## src/rtl/burst_rr_arbiter.sv

```systemverilog
// Round-robin arbiter granting one requester a whole burst on a shared beat-acknowledged resource.
// Latency: request sampled in IDLE is granted one cycle later; one mandatory IDLE cycle after each burst.
// Backpressure: beat_ack paces the burst; TIMEOUT consecutive ack-less BUSY cycles abort it.
module burst_rr_arbiter #(
    parameter int NUM_REQ = 4,
    parameter int LEN_W   = 4,
    parameter int TIMEOUT = 16,
    localparam int IDW    = $clog2(NUM_REQ)
) (
    input  logic                     clk,
    input  logic                     rst_n,
    input  logic [NUM_REQ-1:0]       req,
    input  logic [NUM_REQ*LEN_W-1:0] req_len,
    input  logic                     beat_ack,
    output logic [NUM_REQ-1:0]       gnt,
    output logic [IDW-1:0]           gnt_id,
    output logic                     busy,
    output logic                     done,
    output logic                     timeout_err
);

    localparam int IW1 = IDW + 1;
    localparam int RW  = LEN_W + 1;

    typedef enum logic {IDLE, BUSY} stateE;

    stateE           state;
    logic [IDW-1:0]  ptr;
    logic [RW-1:0]   remaining;
    logic [7:0]      stallCnt;

    logic            found;
    logic [IDW-1:0]  pick;
    logic [IW1-1:0]  cand;
    logic [LEN_W-1:0] pickLen;
    logic [RW-1:0]   loadLen;
    logic            lastBeat;
    logic            stallOut;
    logic [IDW-1:0]  nextPtr;

    // First requesting index at or after ptr, wrapping modulo NUM_REQ.
    always_comb begin
        found = 1'b0;
        pick  = '0;
        cand  = '0;
        for (int i = 0; i < NUM_REQ; i++) begin
            cand = {1'b0, ptr} + IW1'(i);
            if (cand >= IW1'(NUM_REQ)) begin
                cand = cand - IW1'(NUM_REQ);
            end
            if (!found && req[cand[IDW-1:0]]) begin
                found = 1'b1;
                pick  = cand[IDW-1:0];
            end
        end
    end

    always_comb begin
        pickLen = '0;
        for (int j = 0; j < NUM_REQ; j++) begin
            if (pick == IDW'(j)) begin
                pickLen = req_len[j*LEN_W +: LEN_W];
            end
        end
    end

    assign loadLen  = (pickLen == '0) ? RW'(1) : {1'b0, pickLen};
    assign lastBeat = (state == BUSY) && beat_ack && (remaining == RW'(1));
    assign stallOut = (state == BUSY) && !beat_ack && (stallCnt == 8'(TIMEOUT - 1));
    assign nextPtr  = (gnt_id == IDW'(NUM_REQ - 1)) ? '0 : gnt_id + IDW'(1);

    // Pulses are suppressed while reset is asserted so a discarded burst never reports an ending.
    assign done        = rst_n && lastBeat;
    assign timeout_err = rst_n && stallOut;
    assign busy        = (state == BUSY);

    always_ff @(posedge clk) begin
        if (!rst_n) begin
            state     <= IDLE;
            ptr       <= '0;
            remaining <= '0;
            stallCnt  <= '0;
            gnt       <= '0;
            gnt_id    <= '0;
        end else begin
            case (state)
                IDLE: begin
                    if (found) begin
                        state     <= BUSY;
                        gnt       <= NUM_REQ'(1) << pick;
                        gnt_id    <= pick;
                        remaining <= loadLen;
                        stallCnt  <= '0;
                    end
                end
                BUSY: begin
                    if (beat_ack) begin
                        remaining <= remaining - RW'(1);
                        stallCnt  <= '0;
                    end else begin
                        stallCnt  <= stallCnt + 8'd1;
                    end
                    if (lastBeat || stallOut) begin
                        state    <= IDLE;
                        gnt      <= '0;
                        gnt_id   <= '0;
                        ptr      <= nextPtr;
                        stallCnt <= '0;
                    end
                end
                default: state <= IDLE;
            endcase
        end
    end

endmodule

```

## config.mk

```make
export PLATFORM = sky130hd
export DESIGN_NAME = burst_rr_arbiter
export DESIGN_NICKNAME = d
export VERILOG_FILES = /design/src/rtl/burst_rr_arbiter.sv
export SDC_FILE = /design/constraint.sdc
export NUM_CORES = 1
export LEC_CHECK = 0
export ABC_AREA = 0
export CAP_MARGIN = 20
export CORE_UTILIZATION = 30
export CTS_BUF_LIST = sky130_fd_sc_hd__clkbuf_8
export CTS_CLUSTER_SIZE = 8
export DETAILED_ROUTE_END_ITERATION = 10
export GPL_TIMING_DRIVEN = 1
export PLACE_DENSITY_LB_ADDON = 0.1
export SYNTH_ARGS = -nofsm -noshare
export SYNTH_HDL_FRONTEND = slang
export SYNTH_SLANG_ARGS = --single-unit
```

## constraint.sdc

```tcl
create_clock -name clk -period 2.6 [get_ports clk]
set_clock_uncertainty 0.15 [all_clocks]
set_input_delay 0.52 -clock clk [delete_from_list [all_inputs] [get_ports clk]]
set_output_delay 0.52 -clock clk [all_outputs]
set_load 0.02 [all_outputs]
```

---- Word-level counts from Yosys, hierarchy flattened ----
Cells that the tools add are included.
word-level totals
  register bits after elaboration ......... 22
  bits of input ports ..................... 23
  output and inout bits ................... 9
  logic and storage cells ................. 96
cells by class
  add/subtract/negate cells ............... 10
  magnitude comparators ................... 8
  equal/unequal tests ..................... 9
  shift operators ......................... 1
  mux-type cells .......................... 42
  bitwise operators ....................... 1
  reductions and logical operators ........ 19
operator list
  kind                                                      number
  2-to-1 mux 4 bit                                          7
  2-to-1 mux 8 bit                                          3
  2-to-1 mux 2 bit                                          11
  case mux 8 bit (2 select lines)                           1
  < comparator 2 x 3 -> 1 bit, second input constant        4
  2-to-1 mux 1 bit                                          10
  2-to-1 mux 5 bit                                          2
  case mux 5 bit (2 select lines)                           1
  greater-or-equal comparator 3 bit, second input constant  3
  logical AND 1 bit                                         9
  adder 8 x 1 -> 8 bit, second input constant               1
  binary-select mux 1 bit (select 2 bit)                    4
  == test 8 x 4 -> 1 bit, second input constant             1
  case mux 4 bit (2 select lines)                           1
  subtractor 2 x 1 -> 2 bit, second input constant          4
  adder 2 x 2 -> 3 bit, second input constant               2
  == test 2 bit, second input constant                      3
  AND reduction 2 bit                                       3
  == test 5 x 1 -> 1 bit, second input constant             1
  subtractor 5 x 1 -> 5 bit, second input constant          1
  zero test 1 bit                                           4
  zero test 4 bit                                           1
  inequality test 2 bit, second input constant              2
  case mux 2 bit (2 select lines)                           1
  other kinds (10)                                          10

---- Logic depth before layout (Yosys ltp) ----
Gate-level depths: netlist of run 1.
  word-level depth ........................ 23
  depth in mapped cells ................... 7
  mapped depth without buffers ............ 7

---- Worst setup path before layout of run 1 ----
No wires, ideal clock.
  kind .................................... input to register
  start point ............................. in req[0]
  end point ............................... reg remaining[0]
  setup time .............................. 0.122 ns
  data arrival time ....................... 1.862 ns
  setup slack ............................. 0.466 ns
  cell stages on the path ................. 7
  buffers on the path ..................... 1
  cells stage by stage .................... and2_4 -> and2_4 -> or3_1 -> buf_6 -> o211ai_1 -> a222oi_1 -> o311a_1
on the way
  cells in the longest elaborated chain, start to end .. 21
  elaborated cells between the ends (all ways) .. 36
  classes of those cells .................. eq/ne (4); mux (23); reduce/logical (9)
RTL lines
  what                                    line  text
  start, declared                         12    input logic [NUM_REQ-1:0] req,
  binary-select mux 1 bit (select 2 bit)  51    if (!found && req[cand[IDW-1:0]]) begin
  2-to-1 mux 1 bit (implied by the code)  51
  2-to-1 mux 1 bit                        51
  zero test 1 bit                         51
  logical AND 1 bit                       51
  2-to-1 mux 1 bit                        51
  zero test 1 bit                         51
  logical AND 1 bit                       51
  (+2 left out)                           n/a
  logical AND 1 bit                       51
  2-to-1 mux 2 bit                        51
  zero test 2 bit                         61    if (pick == IDW'(j)) begin
  2-to-1 mux 4 bit (4 in a row)           61
  zero test 4 bit                         67    assign loadLen = (pickLen == '0) ? RW'(1) : {1'b0, pickLen};
  2-to-1 mux 4 bit                        67
  2-to-1 mux 5 bit                        88    if (found) begin
  case mux 5 bit (2 select lines)         86    case (state)
  end signal, assigned                    92    remaining <= loadLen;
  end signal, assigned                    98    remaining <= remaining - RW'(1);
  end, declared                           29    logic [RW-1:0] remaining;
Parallel ways exist; a longest one is shown, timed or not. The select of a mux whose other input is x is not followed.
A chain may end at the register's enable or synchronous reset.

---- Worst setup path after layout of run 1 ----
Ends and elaborated chain as after synthesis.

==> Implementation_results.wiki, run 1 <==
{| class="wikitable"
! Metric !! Value
|-
| Netlist area before placement || 1320 µm²
|-
| Number of distinct library cell variants in the gate-level netlist after synthesis || 44
|-
| Port Buf Inserts || 31
|-
| Power density of the placed cells || 472 nW/µm²
|-
| Ant diodes || 0
|-
| Final worst-path setup slack || 0.139 ns
|-
| DRC violations left || 0
|-
| Portion of synthesized cell area occupied by the leading cell type || 33.4%
|-
| H-tree levels || 1
|-
| Dominant cell type by count on the critical path || sky130_fd_sc_hd__and2_4
|-
| Sequential share of the synthesized area || 33.4%
|-
| Count of nets left with antenna violations after detail routing || 0
|-
| CTS tree || done
|-
| CTS Buf Count || 3
|-
| Mean instance size in the synthesized netlist || 7.94 µm²
|-
| Ys flop type || sky130_fd_sc_hd__dfxtp_1
|-
| Final layout net count || 255
|-
| Synth top cells by count || 22 x sky130_fd_sc_hd__dfxtp_1, 22 x sky130_fd_sc_hd__nor2_1, 14 x sky130_fd_sc_hd__nand3_1
|-
| Pins over their slew limit || 0
|-
| VDD IR-drop max || 198 µV
|-
| Core Footprint || 4120 µm²
|-
| RSZ-0062 raised after global routing || false
|-
| # Max-Cap Violations || 0
|-
| Status || finished, final reports clean
|-
| Floorplan die area || 4660 µm²
|-
| Library cell with the largest summed area after synthesis || sky130_fd_sc_hd__dfxtp_1
|-
| Final Power || 0.927 mW
|-
| Leakage power of the design || 0.809 nW
|-
| Worst setup timing slack at the placement stage || -0.215 ns
|-
| Clock period minus worst slack || 2.46 ns
|-
| Worst slew margin relative to its limit || 70.4%
|-
| Number of rows created at floorplan || 23
|-
| Post-route design area || 1960 µm²
|-
| Placer Congestion || 0.773
|-
| Path category of the worst min-delay check || reg -> reg
|-
| Maximum root-to-sink buffer count || 2
|-
| Mapped Nets || 193
|-
| Largest fanout on the critical path || 3
|-
| First-pass iteration count of the detailed router || 4
|-
| Crit. End Element || flip-flop
|-
| Effective utilization at floorplan || 32.0%
|-
| CTS root buf || sky130_fd_sc_hd__clkbuf_8
|-
| Ranking of synthesized cells by area || sky130_fd_sc_hd__dfxtp_1 33%, sky130_fd_sc_hd__nor2_1 6.3%, sky130_fd_sc_hd__nand3_1 5.3%, sky130_fd_sc_hd__a21oi_1 3.8%, sky130_fd_sc_hd__ha_1 3.8%
|-
| Maximum number of pins on one net before global-route repair || 17
|-
| Worst-path cell with the longest stage delay || sky130_fd_sc_hd__clkdlybuf4s50_1
|-
| 1st-iter DRT viols || 60
|-
| Clk_lat worst skew || 0.26 ns
|-
| Critical path start-end classification || in -> reg
|-
| Synthesized instance count || 166
|-
| Arrival @ worst endpoint || 2.52 ns
|-
| Horiz. Die Dim || 68.3 µm
|-
| Worst-path cell chain || clkdlybuf4s50_1 -> and2_4 -> and2_4 -> buf_4 -> nor3_1 -> nand3_1 -> a222oi_1 -> o311a_1
|-
| Maximum clock frequency || 406 MHz
|-
| Cell area after placement || 1890 µm²
|-
| EDFF count, synth || 0
|-
| Count of clock tree sinks || 22
|-
| Part of the cycle the worst path needs || 94.6%
|-
| Delay of the slowest cell on the worst path || 0.45 ns
|-
| Final hold violation count || 0
|-
| Via Count || 1462
|-
| Count of endpoints failing setup in the final report || 0
|-
| Fill count || 408
|-
| Die outline height || 68.3 µm
|-
| Accumulated negative setup slack || 0 ns
|-
| Number of warnings printed during yosys synthesis || 0
|-
| Number of antenna violations at the first check in global routing || 0
|-
| Clock transition at the registers of the reported paths || 0.08 ns
|-
| Type of origin of the critical path || input pin
|-
| Fraction of layout cells with a size suffix above 1 || 17.6%
|-
| Wire per inst || 13.5 µm
|-
| Total grt overflow || 0
|-
| Least-Margin Pin Slew || 0.440 ns
|-
| Dpl hpwl || 3040 µm
|-
| Layout-stage area growth over the synthesis result || 49.0%
|-
| Fraction of synthesis flops using an asynchronous set or reset pin || 0%
|-
| Total wirelength of the detailed-routed design || 3740 µm
|-
| Worst EP required || 2.66 ns
|-
| Gr usage total || 18.5%
|-
| Via count of the first global-routing pass || 1439
|-
| Routed via count divided by cell count || 5.28
|-
| First-pass GRT wire length || 6520 µm
|-
| Flop and latch count out of synthesis || 22
|-
| Boundary pin count || 32
|}
==> registers in the layout, summed over array words and instances (netlist names) <==
signal / count
stallCnt: 8
remaining: 5
gnt: 4
gnt_id: 2
ptr: 2
busy: 1
==> per-stage QoR <==
stage	hold WS, ns	std cells	utilization (%)
global route	0.360	277	47.7
detailed placement	0.326	273	46.0
CTS	0.341	277	47.8
floorplan	0.295	166	-
global placement	0.314	273	46.0
finish	0.338	277	47.7
==> cells in the final DEF, fill, tap and decap left out, drive strengths merged, types with 5 or more instances in the layout <==
cell,instances
a21oi,11
nor2,22
buf,30
mux2i,5
dfxtp,22
o21ai,11
nand2,11
clkdlybuf4s50,29
and2,5
nand3,14
==> layout make-up <==
cell class	instances	area, µm²	area share [%]
multi-input combinational	135	841	42.8
timing repair buffer	61	529	27.0
sequential	22	440	22.4
tap	50	62.6	3.19
clock buffer	3	41.3	2.10
clock inverter	1	30.0	1.53
inverter	5	18.8	0.956
==> cells by family (layout without fill, tap and decap cells) <==
kind of cell | after synthesis | count (layout) | share of synthesized area (%)
AOI/OAI and AO/OA | 45 | 45 | 23.4
xor gates and xnor gates | 4 | 4 | 2.66
adders and majority gates | 4 | 4 | 3.80
buffers and inverters | 9 | 70 | 3.23
DFF | 22 | 22 | 33.4
muxes | 5 | 5 | 3.80
and+or+nand+nor | 77 | 77 | 29.7
==> worst max-delay path: cells and delay by family <==
family          cells  cell delay [ns]
simple gates        4             0.87
buf+inv             2             0.58
compound gates      2             0.55
==> report_power, final <==
part	internal [mW]	leakage, nW	switching (mW)
Sequential	0.354	0.179	0.0180
Combinational	0.123	0.594	0.111
Clock	0.206	0.0357	0.116
Total	0.683	0.809	0.244
==> per-layer routing <==
metal	global-route usage, %	wire length, µm
met1	22.8	1730
met2	32.5	1840
met3	3.00	128
met4	5.73	51
met5	0	0
==> repair_timing <==
action	4_1_cts	5_1_grt
setup buffers	0	0
gates resized for setup	3	2
endpoints found under the setup margin	2	1
hold buffers	0	0
==> path summary, 6_finish.rpt <==
kind / startpoint / to / slack (ns) / cells after the start
hold / removal: stallCnt[7] / stallCnt[7] / 0.34 / 2
hold reg to reg: stallCnt[7] / stallCnt[7] / 0.34 / 2
setup reg to reg: ptr[1] / remaining[0] / 0.43 / 7
setup / recovery: req[0] / remaining[0] / 0.14 / 8
(Power assumes the default switching activity.)
==> run 2, diff against run 1 <==
Settings changed: CELL_PAD_IN_SITES_DETAIL_PLACEMENT set to 0, CELL_PAD_IN_SITES_GLOBAL_PLACEMENT set to 1.
Clock period 2.6 ns to 2 ns, I/O delays scaled along.
==> run 2 against run 1 <==
  * The run now ends with negative setup slack left
  * Critical path depth is the same
  * Hold slack worse by 0.011 ns
  * Sequential share of layout area down 2.5 points
  * Die area unchanged
==> Implementation_results.wiki, run 2 (same netlist as run 1, synthesis figures left out) <==
{| class="wikitable"
! Metric !! Value
|-
| Clk_lat worst skew || 0.26 ns (about the same)
|-
| Number of rows created at floorplan || 23 (unchanged)
|-
| Via Count || 1564 (+7.0%)
|-
| Setup slack of the worst register-to-register path || -0.04 ns (-0.47 ns)
|-
| Cts-stage hold buffer count || 0 (unchanged)
|-
| Gr usage total || 19.3% (+0.75 points)
|-
| Critical path start-end classification || reg -> reg
|-
| Register bank with the most flops || stallCnt
|-
| Final hold violation count || 0 (unchanged)
|-
| End of the worst register-to-register path || remaining[0]
|-
| Floorplan die area || 4660 µm² (unchanged)
|-
| # Max-Cap Violations || 0 (unchanged)
|-
| Least-Margin Pin Slew || 0.387 ns (-0.0531 ns)
|-
| First-pass GRT wire length || 6780 µm (+3.9%)
|-
| Leakage power of the design || 0.973 nW (+20%)
|-
| Worst Reg-to-Reg Cells || 8 (+1)
|-
| Port Buf Inserts || 31 (unchanged)
|-
| Dpl hpwl || 3150 µm (+3.4%)
|-
| Layout-stage area growth over the synthesis result || 69.3%
|-
| CTS Buf Count || 3 (unchanged)
|-
| Status || complete, but fails checks
|-
| Commonest cells after routing, fill and taps aside || 60 x sky130_fd_sc_hd__buf_4, 23 x sky130_fd_sc_hd__clkdlybuf4s50_1, 21 x sky130_fd_sc_hd__nor2_1, 21 x sky130_fd_sc_hd__dfxtp_1, 13 x sky130_fd_sc_hd__nand3_1
|-
| Pins over their slew limit || 0 (unchanged)
|-
| Fraction of layout cells with a size suffix above 1 || 32.9% (+15 points)
|-
| Crit. End Element || flip-flop
|-
| Register Area || 444 µm² (+0.85%)
|-
| Core Footprint || 4120 µm² (unchanged)
|-
| Part of the cycle the worst path needs || 102%
|-
| Path category of the worst min-delay check || reg -> reg
|-
| Fill count || 391 (-4.2%)
|-
| Via count of the first global-routing pass || 1517 (+5.4%)
|-
| Total grt overflow || 0 (unchanged)
|-
| Net switching power of the design || 0.332 mW (+36%)
|-
| CTS tree || done
|-
| Multi-input combinational cell area || 922 µm² (+9.7%)
|-
| CTS root buf || sky130_fd_sc_hd__clkbuf_8
|-
| Type of origin of the critical path || flip-flop
|-
| Count of endpoints failing setup in the final report || 1 (+1)
|-
| Horiz. Die Dim || 68.3 µm (unchanged)
|-
| Ant diodes || 0 (unchanged)
|-
| Count of nets left with antenna violations after detail routing || 0 (unchanged)
|-
| Fraction of power consumed by the clock network || 24.2% (-10 points)
|-
| Int Pwr || 0.807 mW (+18%)
|-
| Number of antenna violations at the first check in global routing || 0 (unchanged)
|-
| Final worst-path setup slack || -0.0438 ns (-0.183 ns)
|-
| Die outline height || 68.3 µm (unchanged)
|-
| Largest registers in the final layout || stallCnt x8, remaining x5, gnt x4
|-
| DRC violations left || 0 (unchanged)
|-
| Depth of the worst hold-timing path || 2 (unchanged)
|-
| Worst EP required || 2.06 ns (-0.60 ns)
|-
| Arrival @ worst endpoint || 2.11 ns (-0.41 ns)
|-
| Total wirelength of the detailed-routed design || 4110 µm (+9.9%)
|-
| Register share of total power || 41.7% (+1.5 points)
|-
| Largest fanout on the critical path || 5 (+2)
|-
| Share of total power in combinational logic || 34.0% (+8.8 points)
|-
| Power density of the placed cells || 511 nW/µm² (+8.1%)
|-
| Final Power || 1.14 mW (+23%)
|-
| VDD IR-drop max || 247 µV (+25%)
|-
| RSZ-0062 raised after global routing || true
|-
| Worst slew margin relative to its limit || 74.0% (+3.6 points)
|-
| Startpoint of the worst register-to-register path || ptr[1]
|-
| Wire per inst || 13.5 µm (-0.20%)
|-
| Final layout net count || 284 (+11%)
|-
| Maximum number of pins on one net before global-route repair || 17 (unchanged)
|-
| Placer Congestion || 0.875 (+13%)
|-
| Count of clock tree sinks || 22 (unchanged)
|-
| Effective utilization at floorplan || 32.0% (unchanged)
|-
| Sw Ratio || 29.1% (+2.8 points)
|-
| Maximum clock frequency || 489 MHz
|-
| Clock period minus worst slack || 2.04 ns
|-
| Boundary pin count || 32 (unchanged)
|-
| Maximum root-to-sink buffer count || 2 (unchanged)
|-
| H-tree levels || 1 (unchanged)
|-
| Clock transition at the registers of the reported paths || 0.08 ns (about the same)
|-
| First-pass iteration count of the detailed router || 4 (unchanged)
|-
| Critical path destination || remaining[0]
|-
| First element of the critical path || ptr[1]
|-
| Routed via count divided by cell count || 5.13 (-2.8%)
|-
| Accumulated negative setup slack || -0.0438 ns (-0.0438 ns)
|-
| Leading cell type in the layout, fill and taps excluded || sky130_fd_sc_hd__buf_4
|-
| Violated checks || negative setup slack
|-
| Number of flip-flops under the largest register name || 8 (unchanged)
|-
| 1st-iter DRT viols || 81 (+35%)
|}
==> run 2: changes by cell type in the layout (fill, tap and decap cells not counted), sizes merged <==
cell	previous run	this run
buf	30	61
bufinv	1	0
clkbuf	4	5
clkdlybuf4s15	0	1
clkdlybuf4s50	29	23
dlygate4sd2	1	2
dlymetal6s2s	0	1
==> run 2: through the flow <==
stage,area (µm²),instances,hold WS [ns],setup slack (ns),utilization [%]
after floorplan,1330,166,0.295,0.000567,-
after global placement,2090,299,0.306,-0.540,50.9
after detailed placement,2090,299,0.320,-0.636,50.9
after CTS,2170,302,0.330,0.00531,52.8
after global routing,2230,305,0.360,-0.134,54.2
final,2230,305,0.327,-0.0438,54.2
==> run 2: power groups by stage <==
| stage | registers [mW] | clock network (mW) | logic [mW] |
|---|---|---|---|
| after global placement | 0.484 | 0 | 0.356 |
| after CTS | 0.476 | 0.283 | 0.373 |
| after floorplan | 0.498 | 0 | 0.149 |
| after detailed placement | 0.483 | 0 | 0.362 |
| after global routing | 0.478 | 0.303 | 0.425 |
| final | 0.475 | 0.276 | 0.388 |
==> run 2: layer usage <==
| metal | global-route usage (%) | wire length, µm | vias up |
|---|---|---|---|
| met5 | 0 | 0 | - |
| met4 | 3.13 | 36 | 0 |
| met3 | 3.50 | 114 | 4 |
| met2 | 36.6 | 2170 | 25 |
| met1 | 22.3 | 1780 | 736 |
| li1 | - | - | 799 |
==> run 2: final cells by class <==
type | instances | area share, %
repair buffers | 90 | 33.3
inverters | 5 | 0.841
well taps | 50 | 2.80
clock buffers | 3 | 1.85
multi-input cells | 135 | 41.3
flip-flops and latches | 22 | 19.9
==> run 2: timing repair <==
action | 4_1_cts | 5_1_grt
setup endpoints to repair | 23 | 12
buffers inserted | 0 | 3
gates resized for setup | 25 | 15
hold endpoints to repair | 0 | 0
pin swaps | 5 | 11
==> run 2: how the worst min path moves through the flow <==
stage	start	endpoint
floorplan	stallCnt[7]	stallCnt[7]
CTS	stallCnt[7]	stallCnt[7]
detailed placement	stallCnt[7]	stallCnt[7]
finish	stallCnt[7]	stallCnt[7]
global route	stallCnt[7]	stallCnt[7]
global placement	stallCnt[7]	stallCnt[7]
==> run 2: worst max-delay path, stage by stage, from the launching register on <==
cell and delay [ns]:
sky130_fd_sc_hd__dfxtp_4 0.37, sky130_fd_sc_hd__mux2i_1 0.23, sky130_fd_sc_hd__nor2_2 0.08, sky130_fd_sc_hd__buf_4 0.14, sky130_fd_sc_hd__nor3_1 0.20, sky130_fd_sc_hd__buf_4 0.16, sky130_fd_sc_hd__nand3_2 0.10, sky130_fd_sc_hd__a222oi_1 0.37
sky130_fd_sc_hd__o311a_1 0.21
